$ cat src/rtl/sat_counter_bp.sv
// sat_counter_bp: table of saturating counters for branch direction
// prediction, with hit/miss statistics.
//
// Each resolved branch reads its table entry and registers a prediction
// (the entry's MSB) and a miss flag. The entry is trained towards the
// outcome on that same edge. Results appear one cycle after the branch.
//
// Build option: define SAT_COUNTER_BP_GSHARE_EN to index the table with
// branch_id XOR the zero-extended global history register (gshare).
// Without it the table is indexed by branch_id alone. The history
// register is still kept, but it does not affect any output.
//
// Counter entries are stored XOR-ed with the weakly-not-taken value. An
// all-zero register therefore decodes to the reset state, so the table
// also comes up correctly from zero-initialised flops at time zero.
module sat_counter_bp #(
  parameter int IDX_W  = 3,
  parameter int CTR_W  = 2,
  parameter int HIST_W = 3,
  parameter int CNT_W  = 16
) (
  input  logic             clk,
  input  logic             reset,
  input  logic             valid,
  input  logic [IDX_W-1:0] branch_id,
  input  logic             outcome,
  output logic             out_valid,
  output logic             pred,
  output logic             miss,
  output logic [CNT_W-1:0] hit_count,
  output logic [CNT_W-1:0] miss_count
);

  localparam int DEPTH = 1 << IDX_W;

  // Weakly-not-taken: the largest value whose MSB is still 0.
  localparam logic [CTR_W-1:0] CTR_WNT = CTR_W'((1 << (CTR_W - 1)) - 1);
  localparam logic [CTR_W-1:0] CTR_MAX = '1;
  localparam logic [CNT_W-1:0] CNT_MAX = '1;

  // Table index and read-side prediction.
  logic [IDX_W-1:0]  idx;
  logic [DEPTH-1:0]  msb_vec;
  logic              cur_pred;
  logic              cur_miss;

  // Global history.
  logic [HIST_W-1:0] ghr_reg;
  logic [HIST_W-1:0] ghr_next;

  // Statistics.
  logic [CNT_W-1:0]  hit_count_reg;
  logic [CNT_W-1:0]  hit_count_next;
  logic [CNT_W-1:0]  miss_count_reg;
  logic [CNT_W-1:0]  miss_count_next;

  // Registered result.
  logic              out_valid_reg;
  logic              pred_reg;
  logic              miss_reg;

`ifdef SAT_COUNTER_BP_GSHARE_EN
  // gshare: fold the global history into the low index bits.
  always_comb begin
    idx = branch_id ^ IDX_W'(ghr_reg);
  end
`else
  // Plain bimodal indexing: the history is tracked but never steers the table.
  always_comb begin
    idx = branch_id;
  end

  logic unused_ghr;
  assign unused_ghr = ^ghr_reg;
`endif

  // One saturating counter per table entry.
  for (genvar gi = 0; gi < DEPTH; gi++) begin : g_entry
    logic [CTR_W-1:0] enc_reg;
    logic [CTR_W-1:0] ctr_val;
    logic [CTR_W-1:0] ctr_next;
    logic             hit_sel;

    assign ctr_val     = enc_reg ^ CTR_WNT;
    assign msb_vec[gi] = ctr_val[CTR_W-1];
    assign hit_sel     = valid && (idx == IDX_W'(gi));

    // Move one step towards the outcome, sticking at both ends.
    always_comb begin
      ctr_next = ctr_val;
      if (outcome) begin
        if (ctr_val != CTR_MAX) begin
          ctr_next = ctr_val + CTR_W'(1);
        end
      end else begin
        if (ctr_val != '0) begin
          ctr_next = ctr_val - CTR_W'(1);
        end
      end
    end

    // Entry update; reset returns the entry to weakly-not-taken.
    always_ff @(posedge clk) begin
      if (reset) begin
        enc_reg <= '0;
      end else if (hit_sel) begin
        enc_reg <= ctr_next ^ CTR_WNT;
      end
    end
  end

  // The read sees the pre-update value of this edge. The write lands on the
  // same edge, so a back-to-back access to the same entry reads fresh data.
  always_comb begin
    cur_pred = msb_vec[idx];
    cur_miss = cur_pred ^ outcome;
  end

  // Shift each resolved outcome into the history LSB.
  always_comb begin
    ghr_next = (ghr_reg << 1) | HIST_W'(outcome);
  end

  // History register; only resolved branches advance it.
  always_ff @(posedge clk) begin
    if (reset) begin
      ghr_reg <= '0;
    end else if (valid) begin
      ghr_reg <= ghr_next;
    end
  end

  // Saturating hit/miss accounting for the branch presented this cycle.
  always_comb begin
    hit_count_next  = hit_count_reg;
    miss_count_next = miss_count_reg;
    if (valid) begin
      if (cur_miss) begin
        if (miss_count_reg != CNT_MAX) begin
          miss_count_next = miss_count_reg + CNT_W'(1);
        end
      end else begin
        if (hit_count_reg != CNT_MAX) begin
          hit_count_next = hit_count_reg + CNT_W'(1);
        end
      end
    end
  end

  // Statistics registers.
  always_ff @(posedge clk) begin
    if (reset) begin
      hit_count_reg  <= '0;
      miss_count_reg <= '0;
    end else begin
      hit_count_reg  <= hit_count_next;
      miss_count_reg <= miss_count_next;
    end
  end

  // Result register: one-cycle latency, and zero on idle or reset cycles.
  always_ff @(posedge clk) begin
    if (reset) begin
      out_valid_reg <= 1'b0;
      pred_reg      <= 1'b0;
      miss_reg      <= 1'b0;
    end else begin
      out_valid_reg <= valid;
      pred_reg      <= valid & cur_pred;
      miss_reg      <= valid & cur_miss;
    end
  end

  assign out_valid  = out_valid_reg;
  assign pred       = pred_reg;
  assign miss       = miss_reg;
  assign hit_count  = hit_count_reg;
  assign miss_count = miss_count_reg;

endmodule

$ cat config.mk
export PLATFORM = sky130hd
export DESIGN_NAME = sat_counter_bp
export DESIGN_NICKNAME = d
export VERILOG_FILES = /design/src/rtl/sat_counter_bp.sv
export SDC_FILE = /design/constraint.sdc
export NUM_CORES = 1
export LEC_CHECK = 0
export BUFFER_PORTS_ARGS = -buffer_cell sky130_fd_sc_hd__clkbuf_2
export CAP_MARGIN = 25
export CORE_MARGIN = 2
export CORE_UTILIZATION = 45
export DETAILED_ROUTE_END_ITERATION = 10
export PLACE_DENSITY = 0.65
export SLEW_MARGIN = 10
export SYNTH_ARGS = -nofsm -noshare
export SYNTH_HDL_FRONTEND = slang
export SYNTH_SLANG_ARGS = --single-unit
$ cat constraint.sdc
create_clock -name clk -period 4.2 [get_ports clk]
set_clock_uncertainty 0.15 [all_clocks]
set_input_delay 0.63 -clock clk [delete_from_list [all_inputs] [get_ports clk]]
set_output_delay 0.63 -clock clk [all_outputs]
set_load 0.05 [all_outputs]
==> impl_metrics.py <==
metrics = {
    "status": {
        "status": "completed",
    },
    "sta": {
        "tightestPinTransition_ps": 821,
        "finalSetupTns_ps": 0,
        "period_minus_slack_ps": 2630,
        "hold_viol_final": 0,
        "maxSlewViolCount": 0,
        "slew_headroom_pct": 43.7,
        "finalSetupViolCount": 0,
        "max_freq_mhz": 380,
        "post-route-period-util_pct": 62.7,
        "rsz0062_at_grt": "false",
        "fin_ws_ps": 1570,
    },
    "placement": {
        "dp_hpwl_um": 5150,
        "pre_cts_slack_ps": 1220,
        "dp_cells": 524,
        "port_buffers": 41,
        "routabilityCongestion": 0.821,
    },
    "clock_network": {
        "cts_buffers": 5,
        "ctsHoldBuffers": 0,
        "cts_tree": "done",
        "clkTransAtPathRegs_ps": 100,
        "insertion_delay_ps": 310,
        "cts_htree_levels": 2,
        "clockBufferDepth": 2,
        "root_buffer": "clkbuf_8",
        "postCtsSetupBuffers": 0,
        "cts_sinks": 51,
        "cts_resized": 0,
    },
    "worst_setup_path": {
        "arrival_ps": 2730,
        "path_max_fanout": 13,
        "cp.required_ps": 4300,
        "crit_type": "in -> reg",
        "critPathLaunchType": "primary input",
        "worstSetupEndpointType": "flip-flop",
    },
    "global_routing": {
        "gr-total-overflow": 0,
        "grt_pass1_wl_um": 12600,
        "grt_pass1_vias": 2787,
        "antenna_found_initial": 0,
        "grt_max_degree": 37,
        "grt_usage_pct": 18.3,
    },
    "synth": {
        "ys_ff_latch": 51,
        "synth_cell_types": 42,
        "syn_area_mm2": 0.00331,
        "synth_edf_count": 0,
        "ys.warnings.count": 0,
        "syn-num-nets": 443,
        "syn_avg_cell_area_um2": 8.24,
        "synth_ff_type": "dfxtp_1",
        "ys_seq_area_share_pct": 30.8,
        "synthArstFlopShare_pct": 0,
        "netlist_instances": 402,
    },
    "pwr": {
        "internal_power_mw": 0.672,
        "p_sw_mw": 0.250,
        "vdd_drop_max_uv": 136,
        "leakage_nw": 1.34,
        "p_comb_share_pct": 10.9,
        "power_density_mw_per_mm2": 250,
        "seqPwrFrac_pct": 54.3,
        "p_clk_share_pct": 34.7,
        "switching_share_pct": 27.1,
    },
    "run": {
        "maxCapViolations": 0,
    },
    "floorplan": {
        "die_area_mm2": 0.00806,
        "rows": 31,
        "start_util_pct": 46.2,
        "die_width_um": 89.8,
        "coreArea_mm2": 0.00718,
        "ioPinCount": 42,
        "die_h_um": 89.8,
    },
    "cells_and_area": {
        "area_growth_syn_to_layout_pct": 11.4,
        "drive_gt1_share_pct": 17.3,
        "antenna_cells": 0,
        "final_nets": 473,
        "stdcell_count": 532,
        "final_cell_mix": "dfxtp_1, clkbuf_2, ha_1",
        "layout_commonest_cell": "dfxtp_1",
        "fill_cells": 697,
    },
    "detailed_routing": {
        "drtPass1Iterations": 4,
        "drt-wirelength-per-cell_um": 13.6,
        "drtAntennaViolNets": 0,
        "vias": 3035,
        "drt_iter0_markers": 101,
        "post-route-drc-count": 0,
        "viasPerCell": 5.70,
        "wl_um": 7230,
    },
    "worst_hold_path": {
        "hp-class": "reg -> reg",
    },
}
==> kinds of logic (layout without fill, tap and decap cells) <==
logic type               after synthesis  in the layout  share of synthesized area (%)
AO/OA/AOI/OAI                         99             99                           18.0
flip-flops                            51             51                           30.8
XOR/XNOR                               3              3                          0.793
buffers and inverters                 41             72                           4.84
adder cells (fa/ha/maj)               34             34                           12.8
multiplexers                          11             11                           4.72
AND/OR/NAND/NOR                      163            163                           28.0
==> critical path, stage by stage <==
cell	delay [ps]
clkbuf_2	190
mux4_2	560
mux2_2	340
mux2i_1	650
o21ai_0	210
a21oi_1	150
==> layer usage <==
layer  wire, um  vias to the layer above  GRT usage [%]
met5          0                        -              0
met2       3530                       58           32.1
met4        129                        0           6.03
met3        288                        9           2.77
li1           -                     1539              -
met1       3280                     1429           23.0
==> through the flow <==
stage	hold slack, ps	total power, mW	util (%)	instance area (um2)
2_1_floorplan	360	0.590	-	3310
3_3_place_gp	338	0.610	49.8	3570
3_5_place_dp	341	0.614	50.0	3590
4_1_cts	358	0.937	51.4	3690
5_1_grt	392	0.966	51.4	3690
6_report	351	0.922	51.4	3690
==> worst paths after layout <==
path                                 startpoint                          end  slack [ps]  depth (start not counted)
min reg2reg          hit_count[15]$_SDFFE_PP0P_   hit_count[15]$_SDFFE_PP0P_         350                          2
max                                branch_id[0]  miss_count[10]$_SDFFE_PP0P_        1570                          6
min                  hit_count[15]$_SDFFE_PP0P_   hit_count[15]$_SDFFE_PP0P_         350                          2
max reg2reg  g_entry[6].enc_reg[1]$_SDFFE_PP0P_  miss_count[10]$_SDFFE_PP0P_        1730                          5
==> cells in the mapped netlist (4+ instances only) <==
master	count	area [um2]
nand4_1	5	31.3
a211oi_1	9	67.6
nand2_1	26	97.6
o21ai_0	25	125
or4b_2	8	80.1
o31ai_1	9	67.6
or3_1	14	87.6
nand4b_1	4	35.0
mux2_2	7	78.8
a21oi_1	31	155
clkbuf_1	16	60.1
dfxtp_1	51	1020
nor3_1	5	25.0
nor2_1	32	120
and3_1	8	50.1
nor2b_1	9	56.3
or4_1	10	75.1
ha_1	34	425
a21o_1	8	60.1
and4_1	8	70.1
nand3_1	20	100
a31oi_1	9	56.3
inv_1	21	78.8
==> power by group through the flow <==
stage	sequential, mW	combinational, mW	clock (mW)
5_1_grt	0.503	0.115	0.348
3_3_place_gp	0.512	0.0976	0
4_1_cts	0.501	0.102	0.334
6_report	0.501	0.101	0.320
3_5_place_dp	0.512	0.102	0
2_1_floorplan	0.523	0.0671	0
==> area by class of cell <==
cell class	instances	area, um2	share of cell area [%]
clock inverters	1	7.51	0.203
inverters	21	78.8	2.14
repair buffers	43	224	6.07
flip-flops and latches	51	1020	27.7
well taps	99	124	3.36
clock buffers	7	96.3	2.61
multi-input cells	310	2140	58.0
Power figures use the tool's default switching activity.
